--- config.mk ---
export PLATFORM = sky130hd
export DESIGN_NAME = inv_keyschedule
export DESIGN_NICKNAME = d
export VERILOG_FILES = /design/src/rtl/inv_keyschedule.sv
export SDC_FILE = /design/constraint.sdc
export NUM_CORES = 2
export LEC_CHECK = 0
export ABC_CLOCK_PERIOD_IN_PS = 45900
export CAP_MARGIN = 25
export CORE_MARGIN = 2
export CORE_UTILIZATION = 25
export CTS_BUF_LIST = sky130_fd_sc_hd__clkbuf_2 sky130_fd_sc_hd__clkbuf_4 sky130_fd_sc_hd__clkbuf_8
export DETAILED_ROUTE_END_ITERATION = 8
export SKIP_CTS_REPAIR_TIMING = 1
export SYNTH_ARGS = -nofsm -noshare
export SYNTH_HDL_FRONTEND = slang
export SYNTH_SLANG_ARGS = --single-unit
--- constraint.sdc ---
create_clock -name clk -period 45.9 [get_ports clk]
set_input_delay 6.885 -clock clk [delete_from_list [all_inputs] [get_ports clk]]
set_output_delay 6.885 -clock clk [all_outputs]
set_load 0.005 [all_outputs]
--- src/rtl/inv_keyschedule.sv ---
// inv_keyschedule: reverse AES key schedule, regenerates round keys Nr..0 from the final Nk words
module inv_keyschedule (
    input  logic         clk,
    input  logic         rst,
    input  logic         start,
    input  logic [3:0]   Nk,
    input  logic [255:0] last_key,
    input  logic         rk_ready,
    output logic         rk_valid,
    output logic [127:0] rk,
    output logic [3:0]   rk_idx,
    output logic         busy,
    output logic         done,
    output logic         err
);
    typedef enum logic [1:0] {IDLE, EMIT, STEP, DONE} state_t;
    state_t state, state_n;
    logic [0:7][31:0] win, win_n;
    logic [5:0] jl, jl_n, i, im, iq;
    logic [3:0] nk_q, nk_n, r, r_n, rm;
    logic [2:0] off;
    logic [31:0] x, sw, g, nw;
    logic err_n, nk_ok;

    function automatic logic [7:0] xt(input logic [7:0] a);
        return {a[6:0], 1'b0} ^ (a[7] ? 8'h1b : 8'h00);
    endfunction

    function automatic logic [7:0] gmul(input logic [7:0] a, input logic [7:0] b);
        logic [7:0] p, s;
        p = 8'h00;
        s = a;
        for (int k = 0; k < 8; k++) begin
            p = b[k] ? p ^ s : p;
            s = xt(s);
        end
        return p;
    endfunction

    // multiplicative inverse as a^254, then the affine map
    function automatic logic [7:0] sbox(input logic [7:0] a);
        logic [7:0] s, p;
        s = a;
        p = 8'h01;
        for (int k = 1; k < 8; k++) begin
            s = gmul(s, s);
            p = gmul(p, s);
        end
        return p ^ {p[6:0], p[7]} ^ {p[5:0], p[7:6]} ^ {p[4:0], p[7:5]} ^ {p[3:0], p[7:4]} ^ 8'h63;
    endfunction

    function automatic logic [31:0] subword(input logic [31:0] v);
        return {sbox(v[31:24]), sbox(v[23:16]), sbox(v[15:8]), sbox(v[7:0])};
    endfunction

    function automatic logic [31:0] rotword(input logic [31:0] v);
        return {v[23:0], v[31:24]};
    endfunction

    function automatic logic [31:0] xor32(input logic [31:0] a, input logic [31:0] b);
        return a ^ b;
    endfunction

    function automatic logic [7:0] rcon(input logic [3:0] n);
        case (n)
            4'd0: return 8'h01;
            4'd1: return 8'h02;
            4'd2: return 8'h04;
            4'd3: return 8'h08;
            4'd4: return 8'h10;
            4'd5: return 8'h20;
            4'd6: return 8'h40;
            4'd7: return 8'h80;
            4'd8: return 8'h1b;
            4'd9: return 8'h36;
            default: return 8'h00;
        endcase
    endfunction

    always_comb begin
        nk_ok = Nk == 4'd4 || Nk == 4'd6 || Nk == 4'd8;
        off = 3'({r, 2'b00} - jl);
        i = jl + {2'b00, nk_q} - 6'd1;
        im = i % {2'b00, nk_q};
        iq = i / {2'b00, nk_q};
        x = win[3'(nk_q - 4'd2)];
        sw = subword(im == 6'd0 ? rotword(x) : x);
        g = im == 6'd0 ? xor32(sw, {rcon(4'(iq - 6'd1)), 24'h0}) : (nk_q == 4'd8 && im == 6'd4) ? sw : x;
        nw = xor32(win[3'(nk_q - 4'd1)], g);
        rm = r - 4'd1;
        rk_valid = state == EMIT;
        rk = rk_valid ? {win[off], win[off + 3'd1], win[off + 3'd2], win[off + 3'd3]} : '0;
        rk_idx = rk_valid ? r : '0;
        busy = state != IDLE;
        done = state == DONE;
    end

    always_comb begin
        state_n = state;
        win_n = win;
        jl_n = jl;
        nk_n = nk_q;
        r_n = r;
        err_n = err;
        unique case (state)
            IDLE: if (start) begin
                if (nk_ok) begin
                    state_n = EMIT;
                    win_n = last_key << {4'd8 - Nk, 5'd0};
                    jl_n = 6'd28 + {1'b0, Nk, 1'b0} + {2'b00, Nk};
                    nk_n = Nk;
                    r_n = Nk + 4'd6;
                    err_n = 1'b0;
                end else begin
                    err_n = 1'b1;
                end
            end
            EMIT: if (rk_ready) begin
                if (r == 4'd0) begin
                    state_n = DONE;
                end else begin
                    r_n = rm;
                    state_n = jl <= {rm, 2'b00} ? EMIT : STEP;
                end
            end
            STEP: begin
                win_n = {nw, win[0:6]};
                jl_n = jl - 6'd1;
                state_n = (jl - 6'd1) == {r, 2'b00} ? EMIT : STEP;
            end
            DONE: state_n = IDLE;
        endcase
    end

    always_ff @(posedge clk) begin
        if (rst) begin
            state <= IDLE;
            win <= '0;
            jl <= '0;
            nk_q <= '0;
            r <= '0;
            err <= 1'b0;
        end else begin
            state <= state_n;
            win <= win_n;
            jl <= jl_n;
            nk_q <= nk_n;
            r <= r_n;
            err <= err_n;
        end
    end
endmodule

* Word level (Yosys, flattened, before mapping)
Memory sizes are Yosys's and may differ from the RTL's. Cells that the tools add are included. Widths: inputs -> output; s select.
Storage, ports and cells: output and inout bits 136, memories kept 1, word-level logic and storage cells 1704, ROM bits 128, input bits 264, bits in registers 273
Operators by class: div/mod/pow operators 2, shift operators 1, reductions and logical operators 14, $lt $le $gt $ge 7, bitwise logic cells 784, equal/unequal tests 13, $add $sub $neg 15, multiplexer cells 854
Memory list:
- (name not given) | depth 16, width 8, rd ports 1, clocked after memory_dff 0, write ports 0, RTL line 65 | case (n)
Operators by type and width (count):
- $mux 8 | 420
- $xor 8x8->8 | 380
- $xor 8x5->8 | 364
- $mux 5 | 368
- $bmux 32 s3 | 6
- $mux 256 | 2
- $pmux 256 s2 | 1
- $mux 32 | 15
- $shl 256x9->256 | 1
- $mux 128 | 1
- $xor 32x32->32 | 2
- $mux 4 | 9
- $mux 6 | 6
- $mux 7 | 4
- $not 1->1 const A | 28
- $ge 4x4->1 const B | 6
- $not 3->4 | 6
- $mux 2 | 10
- $not 4->4 | 4
- $add 6x4->6 | 2
- $mux 3 | 4
- $pmux 6 s2 | 1
- $sub 6x1->6 const B | 2
- $reduce_and 3->1 | 3
- other kinds (30) | 45

* Depth between registers and ports, before layout
depth after elaboration 142, mapped depth 134, mapped depth without buffers 116

* Worst setup path before layout
Ideal clock, no wire load.
path kind register to register, start register nk_q[0], end register win[253] in the netlist's numbering, path buffers 20, data arrival time 27.636 ns, required time 45.768 ns, path slack 18.132 ns, stages on the path, launching flop included 123, period minus slack after synthesis 27.768 ns, setup time 0.132 ns, cell sequence dfxtp_1 buf_4 buf_4 inv_1 buf_4 ha_1 inv_1 ha_1 fa_1 a21o_1 a21oi_1 xnor2_1 ha_1 nand2_1 nor4_1 o211ai_2 nand2_1 nor2_1 [... 87 more ...] nand3_1 a21o_1 a221oi_1 a41oi_1 or3_1 a21o_1 a31oi_1 xor2_1 buf_2 nor3b_1 a2111oi_1 xnor3_1 xnor3_1 mux2i_1 a311o_1 xor2_1 a221oi_1 nor3_1
On the way: cells in the longest elaborated chain, start to end 139, elaborated cells on any way between the ends 416, classes of those cells 5 x add/sub; 2 x div; 2 x eq/ne; 213 x mux; 191 x bitwise; 2 x reduce/logical; 1 x memory
Ends and longest elaborated chain:
- start: declaration | RTL line 20 | logic [3:0] nk_q, nk_n, r, r_n, rm;
- start signal: assignment | RTL line 147 | nk_q <= nk_n;
- parallel branches: the longest is 137 deep, another holds $add 6x4->6
- $xor 32x32->32 * | RTL line 61 | return a ^ b;
- $pmux 256 s2 * | RTL line 105 | unique case (state)
- end signal: assignment | RTL line 145 | win <= win_n;
- end: declaration | RTL line 18 | logic [0:7][31:0] win, win_n;
Mark *: on every way between the ends. The select of a mux whose other input is x is not followed. A chain may end at the register's enable or synchronous reset.

* Worst setup path after layout
start register jl[0], end register win[235] in the netlist's numbering
On the way: cells in the longest elaborated chain, start to end 137, elaborated cells on any way between the ends 401, classes of those cells 2 x add/sub; 1 x div; 1 x eq/ne; 207 x mux; 188 x bitwise; 2 x reduce/logical
Ends and longest elaborated chain:
- start: declaration | RTL line 19 | logic [5:0] jl, jl_n, i, im, iq;
- start signal: assignment | RTL line 146 | jl <= jl_n;
- $add 6x4->6 * | RTL line 83 | i = jl + {2'b00, nk_q} - 6'd1;
- $sub 6x1->6 * | RTL line 83
- $mod 6x4->6 * | RTL line 84 | im = i % {2'b00, nk_q};
- $logic_not 6->1 | RTL line 87, 88
- $mux 32 | RTL line 87 | sw = subword(im == 6'd0 ? rotword(x) : x);
- $mux 5, or another cell as far along | RTL line 26 | return {a[6:0], 1'b0} ^ (a[7] ? 8'h1b : 8'h00);
- $xor 8x5->8 / $xor 8x8->8 (equally long branches) | RTL line 26, 34
- $xor 8x8->8 / $mux 8 (equally long branches) | RTL line 34 | p = b[k] ? p ^ s : p;
- [... 118 more ...]
- $mux 8 | RTL line 34
- $xor 8x8->8 | RTL line 34
- $mux 8 | RTL line 34
- $xor 8x8->8 (4 in series) | RTL line 49 | return p ^ {p[6:0], p[7]} ^ {p[5:0], p[7:6]} ^ {p[4:0], p[7:5]} ^ {p[3:0], p[7:4]} ^ 8'h63;
- $mux 32 / $xor 32x32->32 (equally long branches) | RTL line 88, 61
- $mux 32 * | RTL line 88 | g = im == 6'd0 ? xor32(sw, {rcon(4'(iq - 6'd1)), 24'h0}) : (nk_q == 4'd8 && im == 6'd4) ? sw : x;
- $xor 32x32->32 * | RTL line 61
- $pmux 256 s2 * | RTL line 105
Every way passes the cells marked *; elsewhere a longest branch is shown, timed or not.

==> results.md <==
* Syn avg cell area at roughly 7.4 um2
* Post-detailed-route via-to-cell ratio at 5.499
* Depth of the CTS H-tree at 2
* Worst rel slew slack at around a fifth
* RSZ-0062 raised after global routing: no
* CTS tree: yes
* Remaining antenna violation count after routing at 0
* Fraction of final layout cells sized beyond drive strength 1 at 11.63%
* Overall global routing resource usage at between 10% and 20%
* Worst flop-to-flop path endpoint: win[235]
* Number of register bits inferred by synthesis at roughly 270
* Sum of overflow across all layers after global routing at 0
* Post-synthesis sequential area ratio at just over 6%
* Number of synthesized flops with an enable pin at 0
* First-pass GRT wire length at 527.7 mm
* Max-cap violations at 0
* Leading cell types in the layout, fill and taps excluded: sky130_fd_sc_hd__xnor2_1 (1800), sky130_fd_sc_hd__nor2_1 (1770), sky130_fd_sc_hd__nand2_1 (1201)
* Max frequency at 31.95 MHz
* Total Wirelength at 346.9 mm
* Horizontal extent of the die at around 600 um
* Share of synthesized flip-flops with an asynchronous set or reset at 0%
* Endpoint class of the critical path: register
* Register-to-register setup slack at 14.60 ns
* Number of top-level design ports at 400
* Remaining design rule violation count at 0
* Number of DRC markers after the initial detailed-route iteration at approximately 11000
* Period utilisation layout at between 60 and 70%
* Nets at approximately 12000
* Hold WS at just under 0.5 ns
* Pin count of the biggest net entering global routing at between 150 and 200
* Maximum cell stage delay along the critical path at between 0.6 and 0.7 ns
* Critical Path Source Type: register
* Worst slew pin tran at approximately 1.2 ns
* Timing endpoint of the critical path: win[235]
* Ys Warns at 0
* Overall die height at roughly 600 um
* Buffer cell driving the clock tree root: sky130_fd_sc_hd__clkbuf_8
* Initial standard-cell utilization of the core at between 20 and 30%
* Clock Skews at between 0.05 and 0.06 ns
* Kind of path behind the tightest hold check: register to register
* Via count of the first global-routing pass at 83330
* Number of distinct library cells after synthesis at roughly 120
* Cells on worst reg2reg path at roughly 120
* Number of clock buffers inserted by TritonCTS at 40
* Clock buffer depth at 3
* Status: completed
* Worst setup slack before clock tree synthesis at 15.15 ns
* Total of endpoints with negative setup slack in the final report at 0
* Antenna violations before repair at 16
* Maximum fanout along the worst path at 48
* Buffers on Ports at between 300 and 400
* Worst setup slack after layout at 14.60 ns
* Last weighted congestion value of the routability-driven placer at around 0.99
* Core footprint at ~360000 um2
* Count of TritonRoute iterations in the first routing pass at 7
* Per-cell routed wire length at 20.71 um
* Start of the worst register-to-register path: jl[0]
* Clock-pin slew of the registers on the worst-case setup and hold paths at about 0.080 ns
* Row count at 220
* Total vias in the final route at just over 90000
* Shortest clock period the worst path allows after layout at 31.30 ns
* Critical-path cell with the highest stage delay: sky130_fd_sc_hd__ha_1
* Summed negative setup slack over all endpoints at 0 ns
* Path type of the worst setup path: register to register
* Post-synth design cell area at ~90000 um2
* Latest clock arrival within the worst-skew pair at about 0.66 ns
* Area added between synthesis and finish at 11.71%
* Commonest non-fill, non-tap cell in the layout: sky130_fd_sc_hd__xnor2_1
* Sink Count at approximately 270
* Detail Placement HPWL at around 250 mm
* Instance count of the mapped netlist at 12100
* Number of nets produced by synthesis at roughly 12000
* Data arrival time of the critical path at ~32 ns
* Layout Utilization at 28.00%
* Critical path required time at around 46 ns
* Crit. Startpoint: jl[0]
* Final slew viol count at 0
* Die area at between 300000 and 400000 um2
* Primary flip-flop cell chosen by synthesis mapping: sky130_fd_sc_hd__dfxtp_1
* Final hold violations at 0
-- metrics by stage --
| step | cell area [um2] | std cells |
|---|---|---|
| after floorplan | 89830 | 12100 |
| after global placement | 99210 | 16660 |
| after detailed placement | 99280 | 16670 |
| after CTS | 100200 | 16740 |
| after global routing | 100300 | 16750 |
| final | 100300 | 16750 |
-- metal layers --
| layer | GRT usage (%) | wire length (um) |
|---|---|---|
| met1 | 24.63 | 147000 |
| met2 | 28.29 | 155400 |
| met3 | 3.267 | 31080 |
| met4 | 6.062 | 13270 |
| met5 | 0 | 101 |
-- final cells by class --
| cell class | count | area, um2 |
|---|---|---|
| Fill cell | 38960 | 258000 |
| Multi-Input combinational cell | 10690 | 80430 |
| Timing Repair Buffer | 772 | 6902 |
| Tap cell | 4773 | 5972 |
| Sequential cell | 273 | 5478 |
| Clock buffer | 53 | 710.7 |
| Inverter | 167 | 626.9 |
| Clock inverter | 19 | 214.0 |
| Antenna cell | 5 | 12.51 |
-- synth_stat cells (130+ instances only) --
master                        n  area share, %
sky130_fd_sc_hd__xnor2_1   1846             18
sky130_fd_sc_hd__nor2_1    1778            7.4
sky130_fd_sc_hd__nand2_1   1203            5.0
sky130_fd_sc_hd__o21ai_0    849            4.7
sky130_fd_sc_hd__a21oi_1    712            4.0
sky130_fd_sc_hd__clkbuf_1   673            2.8
sky130_fd_sc_hd__xor2_1     441            4.3
sky130_fd_sc_hd__mux2i_1    421            4.7
sky130_fd_sc_hd__mux4_2     407             10
sky130_fd_sc_hd__nor3_1     313            1.7
sky130_fd_sc_hd__dfxtp_1    273            6.1
sky130_fd_sc_hd__nand3_1    253            1.4
sky130_fd_sc_hd__a211oi_1   231            1.9
sky130_fd_sc_hd__xnor3_1    191            4.8
sky130_fd_sc_hd__o22ai_1    154            1.1
sky130_fd_sc_hd__inv_1      137           0.57
sky130_fd_sc_hd__mux2_2     136            1.7
sky130_fd_sc_hd__buf_2      130           0.72
-- state kept, by name, indices dropped and copies added (netlist names) --
name / flops
nk_q: 4
state: 2
win: 256
r: 4
err: 1
jl: 6
-- cell families (layout without fill, tap and decap cells) --
group | after synthesis | count (layout) | synth area share, %
flip-flops | 273 | 273 | 6.084
multiplexers | 988 | 988 | 17.02
buffers and inverters | 1133 | 1011 | 5.172
adder cells (fa/ha/maj) | 86 | 86 | 1.226
AND/OR/NAND/NOR | 4070 | 4070 | 19.43
XOR/XNOR | 2666 | 2666 | 31.02
other | 0 | 5 | 0
AO/OA/AOI/OAI | 2882 | 2882 | 20.05
-- critical path: cells and delay by family, from the launching register on --
family,cells,cell delay [ns]
multiplexers,1,0.17
adder cells (fa/ha/maj),13,5.10
AND/OR/NAND/NOR,32,6.42
buffers and inverters,12,3.44
AO/OA/AOI/OAI,32,7.38
XOR/XNOR,26,7.88
flip-flops,1,0.53
-- worst min-delay path by stage --
stage / start / endpoint / slack (ns) / cells after the start
floorplan: jl[1] / jl[1] / 0.45 / 2
global placement: jl[1] / jl[1] / 0.46 / 2
detailed placement: jl[1] / jl[1] / 0.47 / 2
CTS: jl[1] / jl[1] / 0.48 / 2
global route: jl[1] / jl[1] / 0.53 / 2
finish: jl[1] / jl[1] / 0.49 / 2
Power is left out: the tool's default activity adds up to more than one toggle a clock period on the data nets, which glitch-free logic cannot reach.
